===== src/rtl/dr_pkg.sv =====
// Shared types and default sizes for the dual-rail word collector and its helpers.
package dr_pkg;

  localparam int unsigned DEF_WORD_W    = 32;
  localparam int unsigned DEF_NUM_WORDS = 4;
  localparam int unsigned DEF_LATENCY   = 80;
  localparam int unsigned DEF_CNT_W     = 8;

  // Collector control states.
  typedef enum logic [1:0] {
    IDLE,
    WAIT,
    COLLECT,
    DONE
  } state_t;

  // Meaning of one rail_1/rail_0 sample pair.
  typedef enum logic [1:0] {
    CODE,     // rail_1 == ~rail_0 : legal data codeword
    SPC0,     // both rails all-zero spacer
    SPC1,     // both rails all-one spacer
    ILLEGAL   // anything else
  } rail_class_t;

endpackage


===== src/rtl/dr_word_collector_if.sv =====
// Bus between a dual-rail source and the word collector: sample rails, spacer
// qualifiers, and the assembled block with its status flags.
interface dr_word_collector_if
  import dr_pkg::*;
#(
  parameter int unsigned WORD_W    = DEF_WORD_W,
  parameter int unsigned NUM_WORDS = DEF_NUM_WORDS,
  parameter int unsigned CNT_W     = DEF_CNT_W
);

  logic                        start;
  logic [WORD_W-1:0]           rail_1;
  logic [WORD_W-1:0]           rail_0;
  logic                        spc_chk;
  logic                        spc_pol;
  logic [WORD_W*NUM_WORDS-1:0] text_out;
  logic                        done;
  logic                        busy;
  logic                        code_err;
  logic                        spc_err;
  logic [CNT_W-1:0]            err_cnt;

  // Driver side (dual-rail core / bench).
  modport master (
    output start, rail_1, rail_0, spc_chk, spc_pol,
    input  text_out, done, busy, code_err, spc_err, err_cnt
  );

  // Collector side.
  modport slave (
    input  start, rail_1, rail_0, spc_chk, spc_pol,
    output text_out, done, busy, code_err, spc_err, err_cnt
  );

endinterface


===== src/rtl/dr_classify.sv =====
// Combinational classifier for one dual-rail sample pair: codeword, either
// spacer, or illegal. Kept separate so encoder-side checks can reuse it.
module dr_classify
  import dr_pkg::*;
#(
  parameter int unsigned WORD_W = DEF_WORD_W
) (
  input  logic [WORD_W-1:0] i_rail_1,
  input  logic [WORD_W-1:0] i_rail_0,
  output rail_class_t       o_class
);

  // Codeword test first: an all-zero or all-one pair can never satisfy it.
  always_comb begin
    if (i_rail_1 == ~i_rail_0) begin
      o_class = CODE;
    end else if ((i_rail_1 == '0) && (i_rail_0 == '0)) begin
      o_class = SPC0;
    end else if ((&i_rail_1) && (&i_rail_0)) begin
      o_class = SPC1;
    end else begin
      o_class = ILLEGAL;
    end
  end

endmodule


===== src/rtl/dr_word_collector.sv =====
// Receives dual-rail serial words, checks every sample for legal codewords and
// expected spacers, and assembles NUM_WORDS data words into one single-rail
// block (first word in the MSBs) with a done pulse and error bookkeeping.
module dr_word_collector
  import dr_pkg::*;
#(
  parameter int unsigned WORD_W    = DEF_WORD_W,
  parameter int unsigned NUM_WORDS = DEF_NUM_WORDS,
  parameter int unsigned LATENCY   = DEF_LATENCY,
  parameter int unsigned CNT_W     = DEF_CNT_W
) (
  input  logic               clk,
  input  logic               reset,
  dr_word_collector_if.slave bus
);

  localparam int unsigned       LAT_W     = (LATENCY > 1) ? $clog2(LATENCY) : 1;
  localparam int unsigned       WCNT_W    = (NUM_WORDS > 1) ? $clog2(NUM_WORDS) : 1;
  localparam logic [LAT_W-1:0]  LAT_INIT  = LAT_W'((LATENCY > 0) ? (LATENCY - 1) : 0);
  localparam logic [WCNT_W-1:0] LAST_SLOT = WCNT_W'(NUM_WORDS - 1);

  state_t                         r_state;
  state_t                         w_state_nxt;
  logic [LAT_W-1:0]               r_lat_cnt;
  logic [WCNT_W-1:0]              r_wcnt;
  logic [WCNT_W-1:0]              w_slot;
  logic [NUM_WORDS-1:0][WORD_W-1:0] r_text;
  logic                           r_pend;
  logic                           r_code_err;
  logic                           r_spc_err;
  logic [CNT_W-1:0]               r_err_cnt;

  rail_class_t                    w_class;
  rail_class_t                    w_spc_exp;
  logic                           w_store;
  logic                           w_last;
  logic                           w_data_bad;
  logic                           w_spc_bad;
  logic                           w_busy;
  logic                           w_done;

  dr_classify #(
    .WORD_W (WORD_W)
  ) u_classify (
    .i_rail_1 (bus.rail_1),
    .i_rail_0 (bus.rail_0),
    .o_class  (w_class)
  );

  // A restart takes priority over a data sample arriving in the same cycle,
  // so an aborting start neither stores nor counts that sample.
  assign w_store    = (r_state == COLLECT) && !bus.start && !bus.spc_chk;
  assign w_last     = (r_wcnt == LAST_SLOT);
  assign w_slot     = LAST_SLOT - r_wcnt;
  assign w_data_bad = w_store && (w_class != CODE);
  assign w_spc_exp  = bus.spc_pol ? SPC1 : SPC0;
  assign w_spc_bad  = bus.spc_chk && (w_class != w_spc_exp);

  // State register.
  always_ff @(posedge clk or posedge reset) begin
    // NOTE: sequential state uses non-blocking assignments so every flop samples pre-edge values.
    if (reset) begin
      r_state <= IDLE;
    end else begin
      r_state <= w_state_nxt;
    end
  end

  // Next-state and Moore outputs; start from any state (re)launches a block.
  always_comb begin
    // NOTE: every signal gets a default before the case so no path infers a latch.
    w_state_nxt = r_state;
    w_busy      = 1'b0;
    w_done      = 1'b0;
    case (r_state)
      WAIT: begin
        w_busy = 1'b1;
        if (r_lat_cnt == '0) begin
          w_state_nxt = COLLECT;
        end
      end
      COLLECT: begin
        w_busy = 1'b1;
        if (w_store && w_last) begin
          w_state_nxt = DONE;
        end
      end
      DONE: begin
        w_done      = 1'b1;
        w_state_nxt = IDLE;
      end
      default: begin
        w_state_nxt = IDLE;
      end
    endcase
    if (bus.start) begin
      if (LATENCY == 0) begin
        w_state_nxt = COLLECT;
      end else begin
        w_state_nxt = WAIT;
      end
    end
  end

  // Latency countdown: loaded on start, counts down to zero while waiting.
  always_ff @(posedge clk or posedge reset) begin
    if (reset) begin
      r_lat_cnt <= '0;
    end else if (bus.start) begin
      r_lat_cnt <= LAT_INIT;
    end else if ((r_state == WAIT) && (r_lat_cnt != '0)) begin
      r_lat_cnt <= r_lat_cnt - 1'b1;
    end
  end

  // Word index: zero outside collection, advances only on stored data samples.
  always_ff @(posedge clk or posedge reset) begin
    if (reset) begin
      r_wcnt <= '0;
    end else if (bus.start || (r_state != COLLECT)) begin
      r_wcnt <= '0;
    end else if (w_store) begin
      r_wcnt <= r_wcnt + 1'b1;
    end
  end

  // Block register: slots are overwritten in place, older contents hold until replaced.
  always_ff @(posedge clk or posedge reset) begin
    // NOTE: the text block is a flop array rather than a RAM, so it can legitimately take a reset.
    if (reset) begin
      r_text <= '0;
    end else if (w_store) begin
      r_text[w_slot] <= bus.rail_1;
    end
  end

  // Pending and reported codeword error for the block in flight.
  always_ff @(posedge clk or posedge reset) begin
    if (reset) begin
      r_pend     <= 1'b0;
      r_code_err <= 1'b0;
    end else begin
      if (bus.start) begin
        r_pend <= 1'b0;
      end else if (w_data_bad) begin
        r_pend <= 1'b1;
      end
      if (w_store && w_last) begin
        r_code_err <= r_pend | w_data_bad;
      end
    end
  end

  // Sticky spacer flag and saturating error count; data and spacer cycles are exclusive.
  always_ff @(posedge clk or posedge reset) begin
    if (reset) begin
      r_spc_err <= 1'b0;
      r_err_cnt <= '0;
    end else begin
      if (w_spc_bad) begin
        r_spc_err <= 1'b1;
      end
      if ((w_data_bad || w_spc_bad) && (r_err_cnt != '1)) begin
        r_err_cnt <= r_err_cnt + 1'b1;
      end
    end
  end

  assign bus.text_out = r_text;
  assign bus.done     = w_done;
  assign bus.busy     = w_busy;
  assign bus.code_err = r_code_err;
  assign bus.spc_err  = r_spc_err;
  assign bus.err_cnt  = r_err_cnt;

endmodule


===== src/flat_wrapper.sv =====
// flat-port wrapper written by rule: the top's interface ports become plain ports
module dr_word_collector_flat import dr_pkg::*;
#(
  parameter int unsigned WORD_W    = DEF_WORD_W,
  parameter int unsigned NUM_WORDS = DEF_NUM_WORDS,
  parameter int unsigned LATENCY   = DEF_LATENCY,
  parameter int unsigned CNT_W     = DEF_CNT_W
)
  (clk, reset, bus_start, bus_rail_1, bus_rail_0, bus_spc_chk, bus_spc_pol, bus_text_out, bus_done, bus_busy, bus_code_err, bus_spc_err, bus_err_cnt);
  dr_word_collector_if #(.WORD_W(WORD_W), .NUM_WORDS(NUM_WORDS), .CNT_W(CNT_W)) bus_i ();
  input  logic clk;
  input  logic reset;
  input wire logic [$bits(bus_i.start)-1:0] bus_start;
  input wire logic [$bits(bus_i.rail_1)-1:0] bus_rail_1;
  input wire logic [$bits(bus_i.rail_0)-1:0] bus_rail_0;
  input wire logic [$bits(bus_i.spc_chk)-1:0] bus_spc_chk;
  input wire logic [$bits(bus_i.spc_pol)-1:0] bus_spc_pol;
  output wire logic [$bits(bus_i.text_out)-1:0] bus_text_out;
  output wire logic [$bits(bus_i.done)-1:0] bus_done;
  output wire logic [$bits(bus_i.busy)-1:0] bus_busy;
  output wire logic [$bits(bus_i.code_err)-1:0] bus_code_err;
  output wire logic [$bits(bus_i.spc_err)-1:0] bus_spc_err;
  output wire logic [$bits(bus_i.err_cnt)-1:0] bus_err_cnt;
  assign bus_i.start = bus_start;
  assign bus_i.rail_1 = bus_rail_1;
  assign bus_i.rail_0 = bus_rail_0;
  assign bus_i.spc_chk = bus_spc_chk;
  assign bus_i.spc_pol = bus_spc_pol;
  assign bus_text_out = bus_i.text_out;
  assign bus_done = bus_i.done;
  assign bus_busy = bus_i.busy;
  assign bus_code_err = bus_i.code_err;
  assign bus_spc_err = bus_i.spc_err;
  assign bus_err_cnt = bus_i.err_cnt;
  dr_word_collector #(.WORD_W(WORD_W), .NUM_WORDS(NUM_WORDS), .LATENCY(LATENCY), .CNT_W(CNT_W)) u_core (.clk(clk), .reset(reset), .bus(bus_i));
endmodule

===== config.mk =====
export PLATFORM = sky130hd
export DESIGN_NAME = dr_word_collector_flat
export DESIGN_NICKNAME = d
export VERILOG_FILES = /design/src/rtl/dr_pkg.sv /design/src/rtl/dr_word_collector_if.sv /design/src/rtl/dr_classify.sv /design/src/rtl/dr_word_collector.sv /design/src/flat_wrapper.sv
export SDC_FILE = /design/constraint.sdc
export NUM_CORES = 1
export LEC_CHECK = 0
export CAP_MARGIN = 20
export CORE_AREA = 2 2 122 124
export CTS_CLUSTER_DIAMETER = 30
export CTS_CLUSTER_SIZE = 30
export DETAILED_ROUTE_END_ITERATION = 6
export DIE_AREA = 0 0 124 126
export PLACE_DENSITY = 0.8
export SYNTH_ARGS = -nofsm -noshare
export SYNTH_HDL_FRONTEND = slang
export SYNTH_HIERARCHICAL = 1
export SYNTH_SLANG_ARGS = --single-unit

===== constraint.sdc =====
create_clock -name clk -period 5.5 [get_ports clk]
set_input_delay 1.1 -clock clk [delete_from_list [all_inputs] [get_ports clk]]
set_output_delay 1.1 -clock clk [all_outputs]
set_load 0.05 [all_outputs]

==> out/metrics.yaml <==
synthesis:
  yosysUniqueCellTypes: 37
  yosys_register_bits: 150
  yosysWarnings: 6
  yosysTopAreaCell: "dfrtp_1"
  synth_area_per_cell_um2: 13.7
  seq_area_frac_synth_pct: 56.7
  synth_fp_nets: 563
  synth_top_area_share_pct: 56.7
  synth_area_leaders: "dfrtp_1 (57%), mux2_2 (21%), xor2_1 (4.4%), nand4_1 (2.7%), nor4_1 (2.5%)"
  syn_area_um2: 6620
  netlist_instances: 484
worst_setup_path:
  crit_path_start: "bus_rail_1[25]"
  endpoint_kind: "register"
  crit_arrival_ns: 3.97
  crit_path_start_kind: "primary input"
  r2r_start: "u_core/r_state[0]$_DFFE_PP0P_"
  critPathKind: "in2reg"
  reg2regPathDepth: 5
  r2r_slack_ns: 2.98
  cp_max_fo: 9
  critPathRequiredTime_ns: 5.80
  r2r_end: "u_core/bus.text_out[79]$_DFFE_PP0P_"
floorplanning:
  die_h_um: 126
  core_um2: 14300
  num_io_pins: 209
  start_util_pct: 46.2
  rows: 44
  fp.dieW_um: 124
  die_area_um2: 15600
cts:
  numCtsBuffers: 17
  hold_buffers: 0
  insertion_delay_ns: 0.42
  clock_sinks: 150
  root_buffer: "clkbuf_16"
  cts_buffer_depth: 2
  ctsHtreeMaxLevel: 4
  cts_tree: "yes"
  clk_pin_slew_worst_paths_ns: 0.06
  post_cts_buffers: 0
  cts.repair.resized: 0
timing:
  period_needed_ns: 3.67
  fmax_mhz: 273
  worst_pin_slew_ns: 0.972
  finalSetupViolations: 0
  slew_viol_final: 0
  hold_violations: 0
  timing.hold.ws_ns: 0.488
  final.period_utilization_pct: 66.7
  tns_ns: 0
  finClkSkew_ns: 0.00543
  rsz0062_at_grt: "false"
  fin_ws_ns: 1.83
  slew_headroom_pct: 35.2
final_layout:
  final_net_count: 774
  drive_above_1_share_pct: 24.0
  syn_to_final_growth_pct: 43.3
  fin_area_um2: 9480
  layout_common_cells: "clkdlybuf4s50_1 (208), dfrtp_1 (150), mux2_2 (125)"
  layout_commonest_cell: "clkdlybuf4s50_1"
  fillers: 1072
drt:
  wl_per_cell_um: 20.3
  viasPerCell: 5.40
  routed_wl_um: 18200
  drt_pass1_iterations: 4
  ant_nets: 0
  via_count: 4824
  drtIter0Drc: 255
  drc: 0
min_path:
  whs_path_depth: 1
  hold_end: "u_core/bus.text_out[44]$_DFFE_PP0P_"
  hold_class: "reg2reg"
  min_from: "u_core/bus.text_out[44]$_DFFE_PP0P_"
placed_design:
  place_congestion: 0.918
  place_hpwl_um: 13100
  place_area_um2: 8840
  pre_cts_ws_ns: 1.45
  port_buffers: 208
global_routing:
  grt_pass1_vias: 4985
  grtUsageTotal_pct: 24.1
  grt_overflow: 0
  grt_max_degree: 116
  grt_pass1_wl_um: 27900
  grt_antenna_before_repair: 4
power:
  pwr_density_cell_nw_per_um2: 424
  power_mw: 4.02
  irDropWorstVdd_mv: 0.292
  p_leak_nw: 4.15
run_status:
  outcome: "finished clean"
job:
  drv_cap: 0
## state kept, by name, indices dropped and copies added, names as in the netlist
| name | cells |
|---|---|
| u_core/bus.code_err | 1 |
| u_core/bus.spc_err | 1 |
| u_core/r_lat_cnt | 7 |
| u_core/bus.err_cnt | 8 |
| u_core/bus.text_out | 128 |
| u_core/r_pend | 1 |
| u_core/r_wcnt | 2 |
| u_core/r_state | 2 |
## per-layer routing
metal  vias up  track usage [%]  wire, µm  part of all wire (%)
met3        28             8.11      1490                   8.2
met1      2419             30.3      7560                    42
met4         4             9.72       397                   2.2
met5         -                0        27                  0.15
met2       190             38.2      8680                    48
li1       2183                -         -                     -
## final cells by class
class                      count  area, µm²  share of cell area, %
timing repair buffer         210       2120                   22.3
antenna                        2       5.00                 0.0528
clock inverter                11        149                   1.57
tap                          184        230                   2.43
clock buffer                  21        460                   4.86
sequential                   150       3750                   39.6
inverter                       9       38.8                  0.409
multi-input combinational    307       2730                   28.8
## power by group
part / internal [mW] / total [mW] / switching [mW]
clock network: 0.737 / 1.19 / 0.451
registers: 1.28 / 1.41 / 0.126
logic: 0.524 / 1.43 / 0.904
total: 2.54 / 4.02 / 1.48
## synth_stat cells, drive strengths merged
cell type and count:
mux2i 1, a31oi 2, mux2 131, o21ai 3
nor2 15, nor2b 1, or4 2, nor3b 2
and2 4, a21oi 7, nand4 29, nand3b 1
o31ai 1, buf 14, nand3 5, a211o 2
xnor2 7, a21boi 1, nor3 4, nand2 8
clkbuf 4, o221ai 1, nor4 26, dfrtp 150
nand2b 7, a211oi 2, inv 9, and4 1
or3 1, ha 10, xor2 33
## how the worst max path moves through the flow
stage / end / cells after the start
global placement: u_core/bus.err_cnt[1]$_DFFE_PP0P_ / 10
global route: u_core/bus.err_cnt[1]$_DFFE_PP0P_ / 10
detailed placement: u_core/bus.err_cnt[1]$_DFFE_PP0P_ / 10
CTS: u_core/bus.err_cnt[1]$_DFFE_PP0P_ / 10
finish: u_core/bus.err_cnt[1]$_DFFE_PP0P_ / 10
floorplan: u_core/bus.code_err$_DFFE_PP0P_ / 1
## per-stage QoR
step           utilization, %  instances
2_1_floorplan               -        484
3_3_place_gp             61.8        859
3_5_place_dp             61.8        859
4_1_cts                  66.0        891
5_1_grt                  66.2        892
6_report                 66.2        894
## critical path: stages
cell             delay [ns]
clkdlybuf4s50_1        0.66
xor2_1                 0.25
nand4_1                0.13
nor4_1                 0.39
a21oi_1                0.23
nand2b_1               0.19
o221ai_1               0.25
o31ai_2                0.21
o21ai_1                0.18
mux2_2                 0.36
## logic make-up (layout without fill, tap and decap cells)
logic type	Yosys count	after routing	share of synthesized area (%)
DFF	150	150	56.7
xor gates and xnor gates	40	40	5.29
adders and majority gates	10	10	1.89
AOI/OAI and AO/OA	19	19	2.33
other	0	2	0
and+or+nand+nor	106	106	9.19
muxes	132	132	22.4
buffers and inverters	27	251	2.14
No activity file was read; power rests on OpenSTA's default activity.
